[src/rtl/bist_lfsr_ctrl.sv]
// Sequencer for a single LFSR-based BIST run: clears and clocks the external pattern
// generator, compacts the CUT responses in a MISR and compares against a golden signature.
module bist_lfsr_ctrl #(
    parameter int unsigned      WIDTH         = 4,
    parameter int unsigned      PATTERN_COUNT = 15,
    parameter logic [WIDTH-1:0] MISR_TAPS     = WIDTH'(4'b1001),
    parameter logic [WIDTH-1:0] GOLDEN_SIG    = '0
) (
    input  logic             clk,
    input  logic             rst,
    input  logic             start,
    input  logic             abort,
    input  logic [WIDTH-1:0] cut_resp,
    output logic             lfsr_en,
    output logic             lfsr_clr,
    output logic             busy,
    output logic             done,
    output logic             pass,
    output logic [WIDTH-1:0] signature
);

    localparam int unsigned      CNT_W    = $clog2(PATTERN_COUNT + 1);
    localparam logic [CNT_W-1:0] LAST_CNT = CNT_W'(PATTERN_COUNT - 1);

    localparam logic [2:0] S_IDLE    = 3'd0;
    localparam logic [2:0] S_INIT    = 3'd1;
    localparam logic [2:0] S_RUN     = 3'd2;
    localparam logic [2:0] S_COMPARE = 3'd3;
    localparam logic [2:0] S_DONE    = 3'd4;

    logic [2:0]       state_q, state_d;
    logic [CNT_W-1:0] cnt_q,   cnt_d;
    logic [WIDTH-1:0] misr_q,  misr_d;
    logic             pass_q,  pass_d;

    logic             misr_fb;
    logic [WIDTH-1:0] misr_next;

    assign misr_fb   = ^(misr_q & MISR_TAPS);
    assign misr_next = {misr_q[WIDTH-2:0], misr_fb} ^ cut_resp;

    // NOTE: every always_comb output gets its hold value first, so no path can infer a latch.
    always_comb begin
        state_d = state_q;
        cnt_d   = cnt_q;
        misr_d  = misr_q;
        pass_d  = pass_q;
        if (abort) begin
            // Abort wins over everything; the MISR and counter keep their partial values.
            state_d = S_IDLE;
            pass_d  = 1'b0;
        end else begin
            case (state_q)
                S_IDLE: begin
                    if (start) state_d = S_INIT;
                end
                S_INIT: begin
                    misr_d  = '0;
                    cnt_d   = '0;
                    state_d = S_RUN;
                end
                S_RUN: begin
                    misr_d = misr_next;
                    cnt_d  = cnt_q + CNT_W'(1);
                    if (cnt_q == LAST_CNT) state_d = S_COMPARE;
                end
                S_COMPARE: begin
                    pass_d  = (misr_q == GOLDEN_SIG);
                    state_d = S_DONE;
                end
                S_DONE: begin
                    if (start) begin
                        state_d = S_INIT;
                        pass_d  = 1'b0;
                    end
                end
                default: begin
                    state_d = S_IDLE;
                    pass_d  = 1'b0;
                end
            endcase
        end
    end

    // NOTE: state registers use non-blocking assignments so every flop samples pre-edge values.
    always_ff @(posedge clk or negedge rst) begin
        if (!rst) begin
            state_q <= S_IDLE;
            cnt_q   <= '0;
            misr_q  <= '0;
            pass_q  <= 1'b0;
        end else begin
            state_q <= state_d;
            cnt_q   <= cnt_d;
            misr_q  <= misr_d;
            pass_q  <= pass_d;
        end
    end

    assign lfsr_en   = (state_q == S_RUN);
    assign lfsr_clr  = (state_q == S_INIT);
    assign busy      = (state_q == S_INIT) || (state_q == S_RUN) || (state_q == S_COMPARE);
    assign done      = (state_q == S_DONE);
    assign pass      = pass_q;
    assign signature = misr_q;

endmodule
[config.mk]
export PLATFORM = sky130hd
export DESIGN_NAME = bist_lfsr_ctrl
export DESIGN_NICKNAME = d
export VERILOG_FILES = /design/src/rtl/bist_lfsr_ctrl.sv
export SDC_FILE = /design/constraint.sdc
export NUM_CORES = 1
export LEC_CHECK = 0
export BUFFER_PORTS_ARGS = -buffer_cell sky130_fd_sc_hd__clkbuf_2
export CAP_MARGIN = 25
export CORE_AREA = 4 4 41 43
export DETAILED_ROUTE_END_ITERATION = 7
export DIE_AREA = 0 0 45 47
export GPL_TIMING_DRIVEN = 0
export PLACE_DENSITY = 0.86
export SYNTH_ARGS = -nofsm -noshare
export SYNTH_HDL_FRONTEND = slang
export SYNTH_SLANG_ARGS = --single-unit
[constraint.sdc]
create_clock -name clk -period 2.1 [get_ports clk]
set_clock_uncertainty 0.05 [all_clocks]
set_input_delay 0.21 -clock clk [delete_from_list [all_inputs] [get_ports clk]]
set_output_delay 0.21 -clock clk [all_outputs]
set_load 0.005 [all_outputs]
# Yosys cells after proc, flatten, opt, wreduce, memory -nomap -nowiden
# Index checks and enable logic that the tools add are counted.
dict set report word_totals {
  ff_bits 12
  inputBits 8
}
dict set report op_classes {
  add_sub_neg 1
  eq_ne 9
  muxes 9
  bitwise 2
  reduce_logical 11
}
# operator count
set op_table {}
lappend op_table {{$pmux W4 S2} 2}
lappend op_table {{$pmux W3 S4} 1}
lappend op_table {{$mux W3} 3}
lappend op_table {{$eq A3 B2 Y1 const B} 2}
lappend op_table {{$reduce_and A2 Y1} 3}
lappend op_table {{$add A4 B1 Y4 const B} 1}
lappend op_table {{$eq A4 B4 Y1 const B} 1}
lappend op_table {{$logic_not A4 Y1} 1}
lappend op_table {{$reduce_xor A4 Y1} 1}
lappend op_table {{$xor A4 B4 Y4} 1}
lappend op_table {{$eq A3 B1 Y1 const B} 1}
lappend op_table {{$eq A3 B3 Y1 const B} 1}
lappend op_table {{$logic_not A3 Y1} 1}
lappend op_table {{$ne A3 B1 Y1 const B} 1}
lappend op_table {{$ne A3 B2 Y1 const B} 1}
lappend op_table {{$ne A3 B3 Y1 const B} 1}
lappend op_table {{$pmux W1 S3} 1}
lappend op_table {{$reduce_or A3 Y1} 1}
lappend op_table {{$logic_or A1 B1 Y1} 2}
lappend op_table {{$mux W1} 2}
lappend op_table {{$ne A2 B1 Y1 const B} 1}
lappend op_table {{$reduce_bool A2 Y1} 1}
lappend op_table {{$reduce_or A2 Y1} 1}
lappend op_table {{$not A1 Y1} 1}

# Longest topological paths before layout
# Gate-level depths: netlist (run 1).
dict set report depth {
  depth_word 4
  mapped_depth 5
  mapped_depth_nobuf 5
}

# Worst setup path after synthesis (run 1)
# OpenSTA, ideal clock, no wires.
dict set report synth_timing {
  kind {register -> register}
  start {register state_q[2]}
  end {register misr_q[0] (netlist: signature[0])}
  setup_time_ns 0.124
  arrival_ns 1.253
  setup_slack_ns 0.674
  stages_incl_launch_ff 5
  path_buffers 2
  synth_period_minus_slack_ns 1.426
  path_cell_list {dfrtp_1 > buf_2 > or3_1 > buf_2 > a211o_1}
}
dict set report synth_between {
  elab_chain_len 3
}
# item line
set synth_lines {}
lappend synth_lines {{start, declared} 31} ;# logic [2:0] state_q, state_d;
lappend synth_lines {{start signal, assigned} 93} ;# state_q <= state_d;
lappend synth_lines {{$eq A3 B2 Y1 / $eq A3 B1 Y1 (equally long branches)} 53} ;# case (state_q)
lappend synth_lines {{$reduce_bool A2 Y1 (no line)} --}
lappend synth_lines {{$reduce_and A2 Y1 (no line)} --}
lappend synth_lines {{end signal, assigned} 95} ;# misr_q <= misr_d;
lappend synth_lines {{end, declared} 33} ;# logic [WIDTH-1:0] misr_q, misr_d;
# Several ways; a longest one is shown, not always the timed one.
# A chain may end at the register's enable or synchronous reset.

# Final worst setup path (run 1)
# Same ends and word-level chain as after synthesis.

==> results of run 1 <==
## power by group through the flow
stage | Combinational, mW | Clock (mW) | Sequential (mW)
3_5_place_dp | 0.199 | 0 | 0.352
4_1_cts | 0.202 | 0.183 | 0.348
5_1_grt | 0.223 | 0.196 | 0.357
6_report | 0.199 | 0.181 | 0.348
2_1_floorplan | 0.123 | 0 | 0.341
3_3_place_gp | 0.188 | 0 | 0.346
## registers in the layout (all words and copies together) (netlist names)
signal     count
state_q        3
cnt_q          4
pass           1
signature      4
## worst reg2reg max path: cells and delay by family, from the launching register on
kind	cells	cell delay, ps
DFF	1	360
AOI/OAI and AO/OA	1	300
and+or+nand+nor	1	350
buffers and inverters	2	350
## stage by stage
step,cells,hold WS [ps]
floorplan,61,-136
finish,97,146
global placement,92,57.6
detailed placement,92,58.7
global route,97,150
CTS,97,143
## what timing repair did
action / CTS / global route
endpoints found under the setup margin: 0 / 0
endpoints found under the hold margin: 12 / 0
hold buffers: 1 / 0
## cell usage in the layout (no fill, tap or decap), types with 2 or more instances in the layout
cell      instances
dfrtp_1          12
nor3_1            3
a22o_1            4
xnor2_1           3
clkbuf_4          3
nor2_1            2
a21oi_1           3
buf_2             2
clkbuf_2         16
nor3b_1           2
ha_1              2
inv_1             3
nand2b_1          3
xor2_1            3
## final timing paths
check / from / end / slack (ps)
worst max-delay path: state_q[2] / signature[0] / 590
worst min-delay path: abort / state_q[2] / 150
worst max register to register: state_q[2] / signature[0] / 590
worst min register to register: signature[2] / pass / 480
max in group asynchronous: rst / state_q[1] / 1450
min in group asynchronous: rst / signature[0] / 310
## cell type report
class	count	share of cell area
clock buffers	4	0.0448
inverters	3	0.0139
well taps	15	0.0231
multi-input cells	42	0.401
repair buffers	17	0.111
plain buffers	4	0.0355
flip-flops and latches	12	0.370
## layer usage
metal,vias up,wire length [um]
met5,-,0
met1,250,593
li1,261,-
met2,15,648
met3,4,70
met4,0,17
## logic make-up after synthesis
group,Yosys count,synth area share
adders and majority gates,2,0.0376
DFF,12,0.451
AOI/OAI and AO/OA,13,0.145
buffers and inverters,7,0.0602
and+or+nand+nor,20,0.211
muxes,1,0.0169
xor gates and xnor gates,6,0.0790
==> reports/qor.yml, run 1 <==
status: "finished clean"
hold_path_depth: 2
p_clk_frac: 0.248
power_density_nw_per_um2: 897
grt_util_met1: 0.196
grt_max_degree: 13
final_layout_size_suffix_gt1_frac: 0.341
clock_latency_ps: 270
synthesis.area_um2: 666
cts_buffers: 3
crit_cells: 4
yosysWarnings: 0
hpwl_um: 990
start_kind: "register"
hp-class: "in -> reg"
crit_fanout: 10
finalCriticalPeriod_ps: 1510
routedWlPerCell_um: 13.7
crit_arrival_ps: 1630
synth_area_leaders: "dfrtp_1, a22o_1, xnor2_1"
power_mw: 0.727
vdd_drop_max_mv: 0.558
wirelength_um: 1330
multiInputGateArea_um2: 325
cts_setup_buffers: 0
die_y_um: 47
ys_ff_latch: 12
tritoncts: "yes"
required_ps: 2210
gp_congestion: 0.727
yosysSeqAreaShare: 0.451
synth_common_cells: "dfrtp_1, a22o_1"
critPathMostFrequentCell: "buf_2"
switchingPower_mw: 0.229
slowest_delay_ps: 360
leakage_nw: 0.412
post-route-util: 0.623
syn_to_final_growth_pct: 21.8
fin_ws_ps: 587
synth_area_per_cell_um2: 10.9
clkTransAtPathRegs_ps: 80
place_area_um2: 764
antenna_cells: 0
busiest_layer: "met2"
path_buf_inv: 2
netlist_instances: 61
max_slew_margin: 0.650
ant_nets: 0
fp.dieW_um: 45
die_area_um2: 2120
seqPwrFrac: 0.478
h-tree-depth: 1
crit_chain: "buf_2, or3_1, buf_2, a211o_1"
fin_area_um2: 811
sw_frac_of_total: 0.316
grt.met2_usage: 0.240
synth_edf_count: 0
power_report.internal_total_mw: 0.498
finalSetupViolCount: 0
hold_viol: 0
grt_pass1_vias: 493
core_area_um2: 1300
cts-root-buf: "clkbuf_4"
yosysUniqueCellTypes: 31
async_reset_ff_frac: 1.00
setup_tns_ps: 0
critical-path-top-delay-family: "flip-flops"
min_period_over_period: 0.720
clock-sinks: 12
drc: 0
ctsResizeCount: 0
num_rows: 13
start_util: 0.512
maxCapViolCount: 0
io_buffers: 16
grt_setup_unrepaired: "no"
route.vias.total: 530
nNetsFinal: 93
pre_cts_ws_ps: 590
crit_slowest_cell: "dfrtp_1"
cts.path.max_buffers: 2
drt_iter0_drc: 2
grt_overflow: 0
fmax_mhz: 661
grt_pass1_wl_um: 2240
path_class: "reg -> reg"
drt_pre_antenna_iters: 3
boundaryPins: 17
yosysTopAreaCell: "dfrtp_1"
comb_power_share: 0.274
synth-main-ff-cell: "dfrtp_1"
grt.met3_usage: 0.0230
fill_cells: 122
end_kind: "register"
yosysMostFrequentCell: "dfrtp_1"
netlist.area_leader.share: 0.451
worstMarginPinSlew_ps: 524
grt_antenna_before_repair: 0
grtUsageTotal: 0.146
reg2regPathDepth: 4
vias_per_cell: 5.46
seq_area_um2: 300
synth_nets: 71
slew_viol_final: 0
(Power assumes the default switching activity.)
==> run 2, diff against run 1 <==
Settings changed: CORE_AREA 4 4 41 43 to unset, CORE_MARGIN set to 4, CORE_UTILIZATION set to 49, DIE_AREA 0 0 45 47 to unset, PLACE_DENSITY 0.86 to 0.85.
Clock period 2.1 ns to 1.4 ns, I/O delays scaled along.
==> reports/qor.yml, run 2 (synthesized netlist as in run 1, its figures left out) <==
status: "finished, violations left"
violations: "negative setup slack"
tritoncts: "yes"
cts-root-buf: "clkbuf_4"
grtUsageTotal: 0.165
nNetsFinal: 96
crit_chain: "buf_6, or3_4, buf_6, mux2_4"
end_kind: "register"
finalSetupViolCount: 7
crit_slowest_cell: "or3_4"
ant_nets: 0
core_area_um2: 1280
start_util: 0.518
post-route-util: 0.685
antenna_cells: 0
crit_fanout: 9
leakage_nw: 0.443
slew_viol_final: 0
max_slew_margin: 0.737
die_area_um2: 2010
fin_ws_ps: -48.0
grt_max_degree: 13
critPathMostFrequentCell: "buf_6"
io_buffers: 16
route.vias.total: 552
syn_to_final_growth_pct: 32.1
power_report.internal_total_mw: 0.721
switchingPower_mw: 0.360
grt_overflow: 0
p_clk_frac: 0.190
required_ps: 1510
num_rows: 13
clock-sinks: 12
worstMarginPinSlew_ps: 393
routedWlPerCell_um: 14.2
grt_antenna_before_repair: 0
comb_power_share: 0.321
clkTransAtPathRegs_ps: 70
finalCriticalPeriod_ps: 1450
hold_viol: 0
hpwl_um: 967
wirelength_um: 1410
start_kind: "register"
h-tree-depth: 1
path_class: "reg -> reg"
layout_common_cells: "clkbuf_2, dfrtp_1, buf_6, a22o_1"
cts.path.max_buffers: 2
drt_pre_antenna_iters: 4
place_area_um2: 781
fmax_mhz: 691
drc: 0
maxCapViolCount: 0
die_y_um: 44.9
grt_pass1_wl_um: 2330
crit_arrival_ps: 1560
power_density_nw_per_um2: 1230
vdd_drop_max_mv: 0.767
layout_commonest_cell: "clkbuf_2"
fill_cells: 99
gp_congestion: 0.722
vias_per_cell: 5.58
grt_pass1_vias: 520
boundaryPins: 17
drt_iter0_drc: 2
sw_frac_of_total: 0.333
slowest_delay_ps: 390
fin_area_um2: 880
min_period_over_period: 1.03
seqPwrFrac: 0.489
cts_buffers: 3
final_layout_size_suffix_gt1_frac: 0.440
grt_setup_unrepaired: "yes"
hp-class: "in -> reg"
clock_latency_ps: 270
fp.dieW_um: 44.9
[run 2: worst paths after layout]
path,to,slack (ps),from,cells past startpoint
worst max-delay path,cnt_q[0],-50,state_q[2],4
worst min-delay path,state_q[2],100,abort,2
worst max register to register,cnt_q[0],-50,state_q[2],4
worst min register to register,pass,470,signature[2],1
max in group asynchronous,signature[1],840,rst,2
min in group asynchronous,signature[2],230,rst,2
[run 2: stage by stage]
step                TNS (ps)  worst slack (ps)  instances  hold slack [ps]  total power, mW
floorplan              -7.14             -6.97         61             -206            0.709
global placement        -174              -118         92            -12.5            0.815
detailed placement      -354              -129         92            -10.5            0.834
global route            -669             -83.5         99             96.7             1.16
finish                  -232             -48.0         99              103             1.08
CTS                     -370             -54.6         99             83.2             1.06
[run 2: per-layer routing]
metal	routed length [um]	global-route usage	vias to the layer above
met5	0	0	-
met3	75	0.0478	6
met2	708	0.261	12
met4	29	0.0877	0
li1	-	-	265
met1	593	0.204	269
[run 2: power by group through the flow]
stage | combinational [mW] | sequential [mW] | clock [mW]
final | 0.347 | 0.529 | 0.205
after global routing | 0.378 | 0.545 | 0.233
after CTS | 0.324 | 0.522 | 0.214
after detailed placement | 0.305 | 0.529 | 0
after global placement | 0.295 | 0.520 | 0
after floorplan | 0.196 | 0.513 | 0
[run 2: layout make-up]
cell class	instances	area [um2]	area share
Sequential cell	12	300	0.341
Inverter	3	11.3	0.0128
Multi-Input combinational cell	42	372	0.422
Timing Repair Buffer	20	110	0.125
Clock buffer	3	22.5	0.0256
Buffer	4	45.0	0.0512
Tap cell	15	18.8	0.0213
[run 2: worst max-delay path: cells and delay by family (launching register included)]
kind	cells	cell delay (ps)
AND/OR/NAND/NOR	1	390
flip-flops	1	370
buffers and inverters	2	280
multiplexers	1	250
[run 2: repair_timing]
action | CTS | global route
endpoints found under the hold margin | 12 | 0
cloned | 1 | 0
pin swaps | 1 | 3
hold buffers | 1 | 0
buffers inserted | 2 | 0
endpoints found under the setup margin | 9 | 12
gates resized for setup | 3 | 7
